<file path="config.mk">
export PLATFORM = sky130hd
export DESIGN_NAME = serial_adder_ctrl
export DESIGN_NICKNAME = d
export VERILOG_FILES = /design/src/rtl/serial_adder_ctrl.sv
export SDC_FILE = /design/constraint.sdc
export NUM_CORES = 1
export LEC_CHECK = 0
export ABC_AREA = 1
export BUFFER_PORTS_ARGS = -buffer_cell sky130_fd_sc_hd__buf_2
export CORE_UTILIZATION = 46
export CTS_BUF_LIST = sky130_fd_sc_hd__clkbuf_4
export DETAILED_ROUTE_END_ITERATION = 12
export PLACE_DENSITY = 0.7
export RECOVER_POWER = 100
export SYNTH_ARGS = -nofsm -noshare
export SYNTH_HDL_FRONTEND = slang
export SYNTH_SLANG_ARGS = --single-unit
</file>
<file path="constraint.sdc">
create_clock -name clk -period 2.05 [get_ports clk]
set_input_delay 0.615 -clock clk [delete_from_list [all_inputs] [get_ports clk]]
set_output_delay 0.615 -clock clk [all_outputs]
set_load 0.02 [all_outputs]
</file>
<file path="src/rtl/serial_adder_ctrl.sv">
// Bit-serial adder with IDLE/RUN/HOLD control: one result bit per clock, LSB first,
// result held with done until the consumer acks.
module serial_adder_ctrl #(
    parameter int WIDTH = 8
) (
    input  logic             clk,
    input  logic             rst_n,
    input  logic             start,
    input  logic [WIDTH-1:0] op_a,
    input  logic [WIDTH-1:0] op_b,
    input  logic             ack,
    output logic             busy,
    output logic             done,
    output logic [WIDTH-1:0] sum,
    output logic             cout
);

    localparam int CW = $clog2(WIDTH) + 1;
    localparam logic [CW-1:0] LAST_BIT = CW'(WIDTH - 1);

    typedef enum logic [1:0] {
        IDLE = 2'd0,
        RUN  = 2'd1,
        HOLD = 2'd2
    } state_t;

    // Handshake: start is taken only in IDLE; done stays high in HOLD until an
    // edge sees ack=1, and neither input has any effect in the other states.

    state_t           state_q, state_d;
    logic [WIDTH-1:0] a_q, a_d;
    logic [WIDTH-1:0] b_q, b_d;
    logic [WIDTH-1:0] sum_q, sum_d;
    logic [CW-1:0]    cnt_q, cnt_d;
    logic             cy_q, cy_d;
    logic             cout_q, cout_d;
    logic             busy_q, busy_d;
    logic             done_q, done_d;

    logic s1, c1, s_bit, c2, cy_next;

    always_comb begin
        s1      = a_q[0] ^ b_q[0];
        c1      = a_q[0] & b_q[0];
        s_bit   = s1 ^ cy_q;
        c2      = s1 & cy_q;
        cy_next = c1 | c2;

        state_d = state_q;
        a_d     = a_q;
        b_d     = b_q;
        sum_d   = sum_q;
        cnt_d   = cnt_q;
        cy_d    = cy_q;
        cout_d  = cout_q;
        busy_d  = busy_q;
        done_d  = done_q;

        case (state_q)
            IDLE: begin
                busy_d = 1'b0;
                done_d = 1'b0;
                if (start) begin
                    a_d     = op_a;
                    b_d     = op_b;
                    sum_d   = '0;
                    cout_d  = 1'b0;
                    cy_d    = 1'b0;
                    cnt_d   = '0;
                    busy_d  = 1'b1;
                    state_d = RUN;
                end
            end
            RUN: begin
                // Result bits enter at the MSB so bit 0 lands at sum[0] after WIDTH shifts.
                a_d   = a_q >> 1;
                b_d   = b_q >> 1;
                sum_d = {s_bit, sum_q[WIDTH-1:1]};
                cy_d  = cy_next;
                cnt_d = cnt_q + CW'(1);
                if (cnt_q == LAST_BIT) begin
                    cout_d  = cy_next;
                    done_d  = 1'b1;
                    state_d = HOLD;
                end
            end
            HOLD: begin
                if (ack) begin
                    busy_d  = 1'b0;
                    done_d  = 1'b0;
                    state_d = IDLE;
                end
            end
            default: begin
                busy_d  = 1'b0;
                done_d  = 1'b0;
                state_d = IDLE;
            end
        endcase
    end

    always_ff @(posedge clk or negedge rst_n) begin
        if (!rst_n) begin
            state_q <= IDLE;
            a_q     <= '0;
            b_q     <= '0;
            sum_q   <= '0;
            cnt_q   <= '0;
            cy_q    <= 1'b0;
            cout_q  <= 1'b0;
            busy_q  <= 1'b0;
            done_q  <= 1'b0;
        end else begin
            state_q <= state_d;
            a_q     <= a_d;
            b_q     <= b_d;
            sum_q   <= sum_d;
            cnt_q   <= cnt_d;
            cy_q    <= cy_d;
            cout_q  <= cout_d;
            busy_q  <= busy_d;
            done_q  <= done_d;
        end
    end

    assign busy = busy_q;
    assign done = done_q;
    assign sum  = sum_q;
    assign cout = cout_q;

endmodule
</file>
After elaboration in Yosys (flattened, before gate mapping)
Index checks and enable logic that the tools add are counted.
{"block": "classes", "n_reduce_logical": 7, "mux": 21, "eq_ne": 6, "bitwise_logic": 6, "addsub": 1}
{"op": "8-bit one-hot mux with 2 select lines", "count": 3}
{"op": "8-bit 2-to-1 mux", "count": 3}
{"op": "4-bit one-hot mux with 2 select lines", "count": 1}
{"op": "2-bit 2-to-1 mux", "count": 3}
{"op": "2-bit != test (second input constant)", "count": 3}
{"op": "1-bit one-hot mux with 2 select lines", "count": 3}
{"op": "2-bit one-hot mux with 3 select lines", "count": 1}
{"op": "2-bit AND reduction", "count": 3}
{"op": "3-bit AND reduction", "count": 2}
{"op": "1-bit 2-to-1 mux", "count": 5}
{"op": "4-bit by 1-bit adder with 4-bit output (second input constant)", "count": 1}
{"op": "4-bit by 3-bit equality test with 1-bit output (second input constant)", "count": 1}
{"op": "4-bit 2-to-1 mux", "count": 1}
{"op": "1-bit one-hot mux with 3 select lines", "count": 1}
{"op": "1-bit bitwise AND", "count": 2}
{"op": "2-bit by 1-bit equality test with 1-bit output (second input constant)", "count": 1}
{"op": "2-bit equality test (second input constant)", "count": 1}
{"op": "2-bit zero test", "count": 1}
{"op": "2-bit nonzero test", "count": 1}
{"op": "1-bit bitwise XOR", "count": 2}
{"op": "1-bit inverter", "count": 1}
{"op": "1-bit OR", "count": 1}
{"block": "totals", "ff_bits": 34, "word_cells": 50}

Logic depth before layout (Yosys ltp)
Gate-level depths: netlist (run 1).
{"block": "logic_depth", "word_depth": 5, "depth_mapped": 8}

Least setup slack after synthesis (run 1)
No wires, ideal clock.
{"block": "synth_path", "kind": "input-to-reg", "start": "input start", "end": "register a_q[4]", "path_buffers": 1, "slack_ns": 0.827, "setup_ns": 0.116, "cell_stages": 5, "required_time_ns": 1.934, "t_arrival_ns": 1.107, "path_cell_list": "o21ai_2 > inv_2 > buf_4 > nand2_1 > nand2_1"}
{"block": "synth_between", "elab_chain_len": 2}
{"element": "start, declared", "line": "8", "rtl": "input logic start,"}
{"element": "2-bit != test (no line)"}
{"element": "2-bit AND reduction (no line)"}
{"element": "end signal, assigned", "line": "105", "rtl": "a_q <= '0;"}
{"element": "end signal, assigned", "line": "115", "rtl": "a_q <= a_d;"}
{"element": "end, declared", "line": "31", "rtl": "logic [WIDTH-1:0] a_q, a_d;"}
Every way passes these cells.
A chain may end at the register's enable or synchronous reset.

Worst setup path after layout (run 1)
{"block": "layout_path", "start": "register sum_q[6] (netlist: sum[6])", "end": "output sum[6]"}
{"element": "start, declared", "line": "33", "rtl": "logic [WIDTH-1:0] sum_q, sum_d;"}
{"element": "start signal, assigned", "line": "117", "rtl": "sum_q <= sum_d;"}
{"element": "end, declared", "line": "14", "rtl": "output logic [WIDTH-1:0] sum,"}
No word-level cell between the ends.

==> flow_metrics.env, run 1 <==
export IMPL_p_int_mw=1.48
export IMPL_multi_input_area_um2=592
export IMPL_die_height_um=60.2
export IMPL_root_buffer="clkbuf_4"
export IMPL_row_count=20
export IMPL_post_drt_wl_per_cell_um=10.8
export IMPL_final_hold_violation_count=0
export IMPL_vias=1237
export IMPL_drt_met1_wl_um=1440
export IMPL_setup_viol=0
export IMPL_fin_cells=269
export IMPL_required_ns=1.43
export IMPL_fmax_mhz=636
export IMPL_seqCellArea_um2=851
export IMPL_nFillCells=320
export IMPL_fin_skew_ns=0.0113
export IMPL_cp_start_kind="flip-flop"
export IMPL_ant_nets=0
export IMPL_rsz0062_at_grt="false"
export IMPL_dpl_hpwl_um=2000
export IMPL_r2r_worst_path_cells=3
export IMPL_period_minus_slack_ns=1.57
export IMPL_cts_max_level=2
export IMPL_crit_chain="clkbuf_1"
export IMPL_dr_wl_met3_um=119
export IMPL_post_cts_resized=0
export IMPL_power_leakage_nw=0.971
export IMPL_r2r_start="state_q[0]"
export IMPL_synth_avg_cell_area_um2=8.15
export IMPL_initial_utilization_pct=49.8
export IMPL_post_route_util_pct=56.4
export IMPL_cts_buffer_depth=2
export IMPL_outcome="completed"
export IMPL_syn_to_final_growth_pct=13.3
export IMPL_final_nets=246
export IMPL_end_kind="output pin"
export IMPL_synth_seq_cells=34
export IMPL_pwr_share_clk_pct=13.6
export IMPL_drc=0
export IMPL_crit_path_start="sum[6]"
export IMPL_max_slew_margin_rel_pct=45.1
export IMPL_max_cap_viol_count=0
export IMPL_wl_met2_um=1320
export IMPL_grt_usage_pct=18.4
export IMPL_clock_latency_ns=0.33
export IMPL_p_sw_share_pct=43.8
export IMPL_num_io_pins=31
export IMPL_cts_setup_buffers=0
export IMPL_finalCritPeriodShare_pct=76.7
export IMPL_drv_slew=0
export IMPL_topRoutingLayerUsed="met4"
export IMPL_tightest_slew_ns=0.823
export IMPL_critPathSlowestCell="dfrtp_1"
export IMPL_worst_setup_path_type="flip-flop to output pin"
export IMPL_cp_num_cells=1
export IMPL_gp_congestion=0.779
export IMPL_hold_buffers=0
export IMPL_synth_cell_types=20
export IMPL_vdd_ir_drop_worst_mv=0.765
export IMPL_total_power_mw=2.64
export IMPL_dieWidth_um=60.2
export IMPL_power_switching_mw=1.16
export IMPL_synthCells=191
export IMPL_syn_area_um2=1560
export IMPL_synth_nets=213
export IMPL_grt_pass1_wl_um=4770
export IMPL_cts_buffers=5
export IMPL_cpPeakStageDelay_ns=0.39
export IMPL_dr_pass1_iters=4
export IMPL_die_area_um2=3620
export IMPL_grt_pass1_vias=1102
export IMPL_antenna_found_initial=0
export IMPL_drtIter0Drc=64
export IMPL_ys_seq_area_share_pct=54.7
export IMPL_cp_buffers_inverters=1
export IMPL_worstHoldPathType="input port to asynchronous set/reset pin"
export IMPL_grt_overflow=0
export IMPL_cp_arrival_ns=0.96
export IMPL_avgViaCountPerCell=4.60
export IMPL_postRouteWirelength_um=2910
export IMPL_cts_tree="done"
export IMPL_seqPwrFrac_pct=44.5
export IMPL_dp_cells=261
export IMPL_drive_gt1_share_pct=17.8
export IMPL_io_buffer_count=30
export IMPL_grt_max_degree=35
export IMPL_n_antenna_cell=0
export IMPL_ys_warn_count=0
export IMPL_p_comb_share_pct=41.9
export IMPL_tns_ns=0
export IMPL_crit_family="flip-flops"
export IMPL_whs_ns=0.436
export IMPL_clock_sinks=34
export IMPL_clkTransAtPathRegs_ns=0.10
export IMPL_core_um2=3130
export IMPL_power_density_nw_per_um2=1490
export IMPL_crit_fanout=3
-- metrics by stage --
stage	worst slack, ns	cell area (µm²)
floorplan	0.827	1560
global placement	0.496	1730
detailed placement	0.462	1730
CTS	0.512	1780
global route	0.409	1760
finish	0.478	1760
-- flip-flops by register name, indices dropped and copies added, names as in the netlist --
name and cells:
done 1, busy 1, b_q 8, a_q 8
cy_q 1, state_q 2, sum 8, cout 1
cnt_q 4
-- cell type report --
cell class,count,area share (%)
clock buffer,6,2.56
clock inverter,2,0.497
inverter,16,3.55
multi-input combinational,135,33.6
sequential,34,48.3
tap,44,3.12
timing repair buffer,32,8.45
-- cell usage in the layout, fill, tap and decap left out --
cell type,synthesis,routed
inv_2,4,2
nand3_1,2,2
clkinv_2,0,1
nand3_2,1,1
dfrtp_1,34,34
clkbuf_2,0,1
clkbuf_4,0,6
nand2_1,90,90
buf_4,2,1
nand2_2,5,5
o21ai_1,10,9
clkinv_1,0,1
clkbuf_1,0,11
buf_2,2,19
inv_4,1,1
o21ai_2,2,2
o21ai_0,5,6
inv_1,11,13
nand2_4,1,1
fa_1,1,1
nor2_1,15,15
a21oi_1,2,2
ha_1,1,1
-- cells in the mapped netlist (all sizes together) --
library cell / instances / area (µm²)
a21oi: 2 / 10.0
buf: 6 / 51.3
dfrtp: 34 / 851
fa: 1 / 20.0
ha: 1 / 12.5
inv: 16 / 62.6
nand2: 96 / 380
nand3: 3 / 20.0
nor2: 15 / 56.3
o21ai: 17 / 92.6
-- cells by family (layout without fill, tap and decap cells) --
group / Yosys count / after routing / synth area share, %
AOI/OAI and AO/OA: 19 / 19 / 6.59
adders and majority gates: 2 / 2 / 2.09
buffers and inverters: 22 / 56 / 7.31
DFF: 34 / 34 / 54.7
and+or+nand+nor: 114 / 114 / 29.3
-- power groups by stage --
stage          combinational, mW  clock, mW  sequential (mW)
6_report                    1.10      0.359             1.17
4_1_cts                     1.15      0.369             1.17
3_5_place_dp                1.15          0             1.19
5_1_grt                     1.28      0.396             1.21
2_1_floorplan              0.790          0             1.28
3_3_place_gp                1.14          0             1.18
-- layer usage --
metal / track usage (%) / vias up
met5: 0 / -
met1: 23.9 / 565
met2: 28.3 / 26
li1: - / 642
met4: 6.98 / 0
met3: 6.49 / 4
-- worst paths after layout --
kind,slack [ns],endpoint
max in group asynchronous,1.09,b_q[6]
hold reg to reg,0.48,done
setup / recovery,0.48,sum[6]
hold / removal,0.44,state_q[1]
min in group clk,0.48,done
setup reg to reg,0.55,sum[7]
Note: power is estimated with default switching activity, not from simulation.
==> run 2, diff against run 1 <==
PLACE_DENSITY = 0.72   (was 0.7)
clock period = 1.3 ns   (was 2.05 ns; I/O delays follow)
==> run 2 against run 1 <==
  * Via count rose by 6.1%
  * Non-clock buffer count rose by 12
  * Hold slack got worse by 0.16 ns
  * First-iteration DRC count fell by 48%
  * Final area up 8.7%
  * Sequential share of layout area shrank 3.8 points
  * Critical endpoint unchanged
  * Power up 76%
  * Utilization rose by 4.9 points
  * Final cell count grew 4.1%
  * Clock-buffer cell count grew 1
  * Flip-flop and latch count unchanged
  * Critical path type unchanged
  * Critical path depth unchanged
==> flow_metrics.env, run 2 (synthesized netlist as in run 1, its figures left out) <==
export IMPL_dieWidth_um=60.2
export IMPL_cts_max_level=2
export IMPL_grt_usage_pct=20.4
export IMPL_post_place_ws_ns=0.102
export IMPL_worst_setup_path_type="flip-flop to output pin"
export IMPL_reg2reg_slack_ns=0.07
export IMPL_holdPathStages=3
export IMPL_cp_num_cells=1
export IMPL_place_area_um2=1760
export IMPL_cp_arrival_ns=0.90
export IMPL_final_hold_violation_count=0
export IMPL_root_buffer="clkbuf_4"
export IMPL_end_kind="output pin"
export IMPL_drt_met1_wl_um=1430
export IMPL_final_cell_mix="nand2_1, dfrtp_1, buf_2"
export IMPL_grt_max_degree=21
export IMPL_die_area_um2=3620
export IMPL_antenna_found_initial=0
export IMPL_clock_sinks=34
export IMPL_dpl_hpwl_um=2130
export IMPL_drive_gt1_share_pct=26.3
export IMPL_final_area_um2=1920
export IMPL_row_count=20
export IMPL_grt_pass1_vias=1185
export IMPL_crit_fanout=2
export IMPL_num_io_pins=31
export IMPL_vdd_ir_drop_worst_mv=1.16
export IMPL_r2r_start="state_q[1]"
export IMPL_fin_ws_ns=0.0117
export IMPL_cp_buffers_inverters=1
export IMPL_period_minus_slack_ns=1.29
export IMPL_fmax_mhz=776
export IMPL_cts_buffers=5
export IMPL_gp_congestion=0.747
export IMPL_cts_tree="done"
export IMPL_avgViaCountPerCell=4.69
export IMPL_setup_viol=0
export IMPL_finalCritPeriodShare_pct=99.1
export IMPL_r2r_worst_path_cells=6
export IMPL_cp_start_kind="flip-flop"
export IMPL_n_antenna_cell=0
export IMPL_syn_to_final_growth_pct=23.1
export IMPL_dr_pass1_iters=4
export IMPL_cpPeakStageDelay_ns=0.42
export IMPL_holdPathEnd="b_q[7]"
export IMPL_initial_utilization_pct=49.8
export IMPL_required_ns=0.91
export IMPL_tns_ns=0
export IMPL_hold_start="op_b[7]"
export IMPL_rsz0062_at_grt="true"
export IMPL_vias=1313
export IMPL_fin_skew_ns=0.00669
export IMPL_post_drt_wl_per_cell_um=11.2
export IMPL_worstHoldPathType="input port to flip-flop"
export IMPL_core_um2=3130
export IMPL_outcome="completed"
export IMPL_wl_met2_um=1540
export IMPL_drc=0
export IMPL_die_height_um=60.2
export IMPL_clkTransAtPathRegs_ns=0.10
export IMPL_ant_nets=0
export IMPL_drv_slew=0
export IMPL_max_slew_margin_rel_pct=74.9
export IMPL_final_nets=258
export IMPL_topRoutingLayerUsed="met4"
export IMPL_crit_family="flip-flops"
export IMPL_grt_overflow=0
export IMPL_tightest_slew_ns=0.377
export IMPL_cts_buffer_depth=2
export IMPL_power_leakage_nw=1.08
export IMPL_postRouteWirelength_um=3140
export IMPL_max_cap_viol_count=0
export IMPL_dr_wl_met3_um=122
export IMPL_whs_ns=0.276
export IMPL_critPathSlowestCell="dfrtp_1"
export IMPL_io_buffer_count=30
export IMPL_drtIter0Drc=33
export IMPL_clock_latency_ns=0.33
export IMPL_power_density_nw_per_um2=2410
export IMPL_r2r_end="cout"
export IMPL_layout_commonest_cell="nand2_1"
export IMPL_crit_chain="buf_6"
export IMPL_grt_pass1_wl_um=5220
## run 2: worst max path at each step
stage / start / end / slack, ns
final: sum[6] / sum[6] / 0.01
after CTS: sum[6] / sum[6] / -0.01
after floorplan: a_q[0] / cout / 0.21
after global placement: cnt_q[0] / cout / 0.14
after detailed placement: start / a_q[0] / 0.10
after global routing: state_q[1] / cout / -0.03
## run 2: repair_timing
action / CTS / global route
hold endpoints to repair: 14 / 0
hold buffers: 1 / 0
gates resized for setup: 0 / 18
setup endpoints to repair: 4 / 10
pin swaps: 0 / 0
buffers inserted: 4 / 4
## run 2: through the flow
step	total power [mW]	std cells	util, %
after global placement	3.70	264	56.3
after floorplan	3.27	191	-
after detailed placement	3.75	264	56.3
after CTS	4.42	276	59.2
after global routing	5.03	280	61.2
final	4.62	280	61.2
## run 2: final cells by class
cell class / instances / area [µm²]
fillers: 288 / 1210
flip-flops and latches: 34 / 851
multi-input cells: 135 / 583
repair buffers: 44 / 312
inverters: 16 / 62.6
well taps: 44 / 55.1
clock buffers: 7 / 52.6
## run 2: report_power, final
part	internal [mW]	total (mW)	switching (mW)
Sequential	1.54	1.86	0.321
Combinational	0.931	2.18	1.25
Clock	0.246	0.581	0.336
## run 2: tightest hold or removal path: stages
cell and delay, ns:
buf_2 0.08, nand2_1 0.04, o21ai_0 0.06
## run 2: layer usage
metal | vias up | GRT usage [%]
met4 | 0 | 7.97
met5 | - | 0
li1 | 673 | -
met2 | 25 | 31.1
met3 | 6 | 5.84
met1 | 609 | 27.4
==> run 3, diff against run 2 <==
CELL_PAD_IN_SITES_DETAIL_PLACEMENT = 1   (was default)
CELL_PAD_IN_SITES_GLOBAL_PLACEMENT = 2   (was default)
CORE_UTILIZATION = 29   (was 46)
PLACE_DENSITY = 0.77   (was 0.72)
==> run 3 against run 2 <==
  * The flow now finishes with violations (setup timing)
  * First-iteration DRC count rose by 48%
  * Final area is 4.3% higher
  * Final cell count grew 10%
  * Sequential share of layout area shrank 1.8 points
  * Clock power grew 2%
  * Global-route usage is 5.2 points lower
  * Utilization is 22 points lower
  * Non-clock buffer count grew 2
  * Combinational power increased by 8%
  * Die area up 56%
  * Clock-buffer cell count down 1
==> flow_metrics.env, run 3 (synthesized netlist as in run 1, its figures left out) <==
export IMPL_outcome="finished, violations left"
export IMPL_violations="setup timing"
export IMPL_power_density_nw_per_um2=2410
export IMPL_dpl_hpwl_um=2610
export IMPL_grt_overflow=0
export IMPL_dr_pass1_iters=4
export IMPL_avgViaCountPerCell=4.25
export IMPL_io_buffer_count=30
export IMPL_period_minus_slack_ns=1.30
export IMPL_n_antenna_cell=0
export IMPL_crit_chain="buf_6"
export IMPL_cts_tree="done"
export IMPL_final_area_um2=2000
export IMPL_clock_sinks=34
export IMPL_worstHoldPathType="input port to flip-flop"
export IMPL_final_nets=260
export IMPL_fin_cells=309
export IMPL_cp_buffers_inverters=1
export IMPL_drive_gt1_share_pct=26.8
export IMPL_nFillCells=664
export IMPL_rsz0062_at_grt="true"
export IMPL_cts_buffer_depth=2
export IMPL_dr_wl_met3_um=122
export IMPL_final_cell_mix="nand2_1, dfrtp_1, buf_2"
export IMPL_die_height_um=75.3
export IMPL_fmax_mhz=767
export IMPL_cp_arrival_ns=0.91
export IMPL_grt_max_degree=35
export IMPL_clock_latency_ns=0.34
export IMPL_final_hold_violation_count=0
export IMPL_post_drt_wl_per_cell_um=12.0
export IMPL_whs_ns=0.260
export IMPL_end_kind="output pin"
export IMPL_cpPeakStageDelay_ns=0.43
export IMPL_syn_to_final_growth_pct=28.4
export IMPL_grt_pass1_vias=1327
export IMPL_drv_slew=0
export IMPL_grt_usage_pct=15.2
export IMPL_finalCritPeriodShare_pct=100
export IMPL_worst_setup_path_type="flip-flop to output pin"
export IMPL_row_count=26
export IMPL_dp_cells=291
export IMPL_cts_buffers=5
export IMPL_power_leakage_nw=1.10
export IMPL_setup_viol=1
export IMPL_cts_max_level=2
export IMPL_die_area_um2=5660
export IMPL_initial_utilization_pct=30.3
export IMPL_crit_family="flip-flops"
export IMPL_max_slew_margin_rel_pct=67.4
export IMPL_topRoutingLayerUsed="met4"
export IMPL_place_area_um2=1810
export IMPL_drc=0
export IMPL_critPathSlowestCell="dfrtp_1"
export IMPL_root_buffer="clkbuf_4"
export IMPL_antenna_found_initial=0
export IMPL_fin_ws_ns=-0.00305
export IMPL_gp_congestion=0.698
export IMPL_max_cap_viol_count=0
export IMPL_vdd_ir_drop_worst_mv=0.668
export IMPL_vias=1312
export IMPL_required_ns=0.91
export IMPL_drtIter0Drc=49
export IMPL_layout_commonest_cell="nand2_1"
export IMPL_wl_met2_um=1740
export IMPL_cp_start_kind="flip-flop"
export IMPL_num_io_pins=31
export IMPL_core_um2=5140
export IMPL_dieWidth_um=75.3
export IMPL_grt_pass1_wl_um=6220
export IMPL_tightest_slew_ns=0.490
export IMPL_post_route_util_pct=38.9
export IMPL_clkTransAtPathRegs_ns=0.11
export IMPL_drt_met1_wl_um=1780
export IMPL_postRouteWirelength_um=3700
export IMPL_crit_fanout=2
export IMPL_fin_skew_ns=0.0130
export IMPL_ant_nets=0
-- run 3: cell types whose count changed in the layout (fill, tap and decap cells not counted), sizes merged --
cell    previous run  this run
buf               39        42
clkinv             0         2
clkbuf            11         9
-- run 3: area by class of cell --
class	instances	area, µm²	share of cell area, %
clock buffers	6	45.0	2.25
flip-flops and latches	34	851	42.6
well taps	70	87.6	4.38
multi-input cells	135	592	29.6
repair buffers	46	352	17.6
inverters	16	62.6	3.13
clock inverters	2	8.76	0.438
-- run 3: metal layers --
metal / up-vias / global-route usage [%]
met5: - / 0
met4: 0 / 5.56
met3: 5 / 4.02
met2: 24 / 25.2
met1: 612 / 19.1
li1: 671 / -
-- run 3: final timing paths --
path / startpoint / cells after the start / slack, ns / endpoint
max: busy / 1 / -0.003 / busy
min: op_b[7] / 3 / 0.26 / b_q[7]
max reg2reg: state_q[0] / 4 / 0.08 / sum[6]
min reg2reg: a_q[4] / 2 / 0.49 / a_q[4]
max in group asynchronous: rst_n / 3 / 0.29 / b_q[3]
min in group asynchronous: rst_n / 3 / 0.65 / done
-- run 3: metrics by stage --
| stage | TNS [ns] | setup slack, ns | total power [mW] |
|---|---|---|---|
| 2_1_floorplan | 0 | 0.213 | 3.27 |
| 3_3_place_gp | 0 | 0.103 | 3.86 |
| 3_5_place_dp | 0 | 0.0768 | 3.93 |
| 4_1_cts | -0.0457 | -0.0238 | 4.73 |
| 5_1_grt | -0.184 | -0.0388 | 5.28 |
| 6_report | -0.00305 | -0.00305 | 4.82 |
-- run 3: what timing repair did --
item	CTS	global route
hold endpoints to repair	27	0
setup endpoints to repair	8	13
resized for setup	4	20
buffers inserted	7	2
hold buffers	1	0
-- run 3: where the power goes --
group          switching, mW  total (mW)  internal (mW)  leakage, nW
registers              0.331        1.87           1.54        0.431
clock network          0.367       0.591          0.224       0.0331
logic                   1.30        2.36           1.06        0.641
total                   2.00        4.82           2.82         1.10
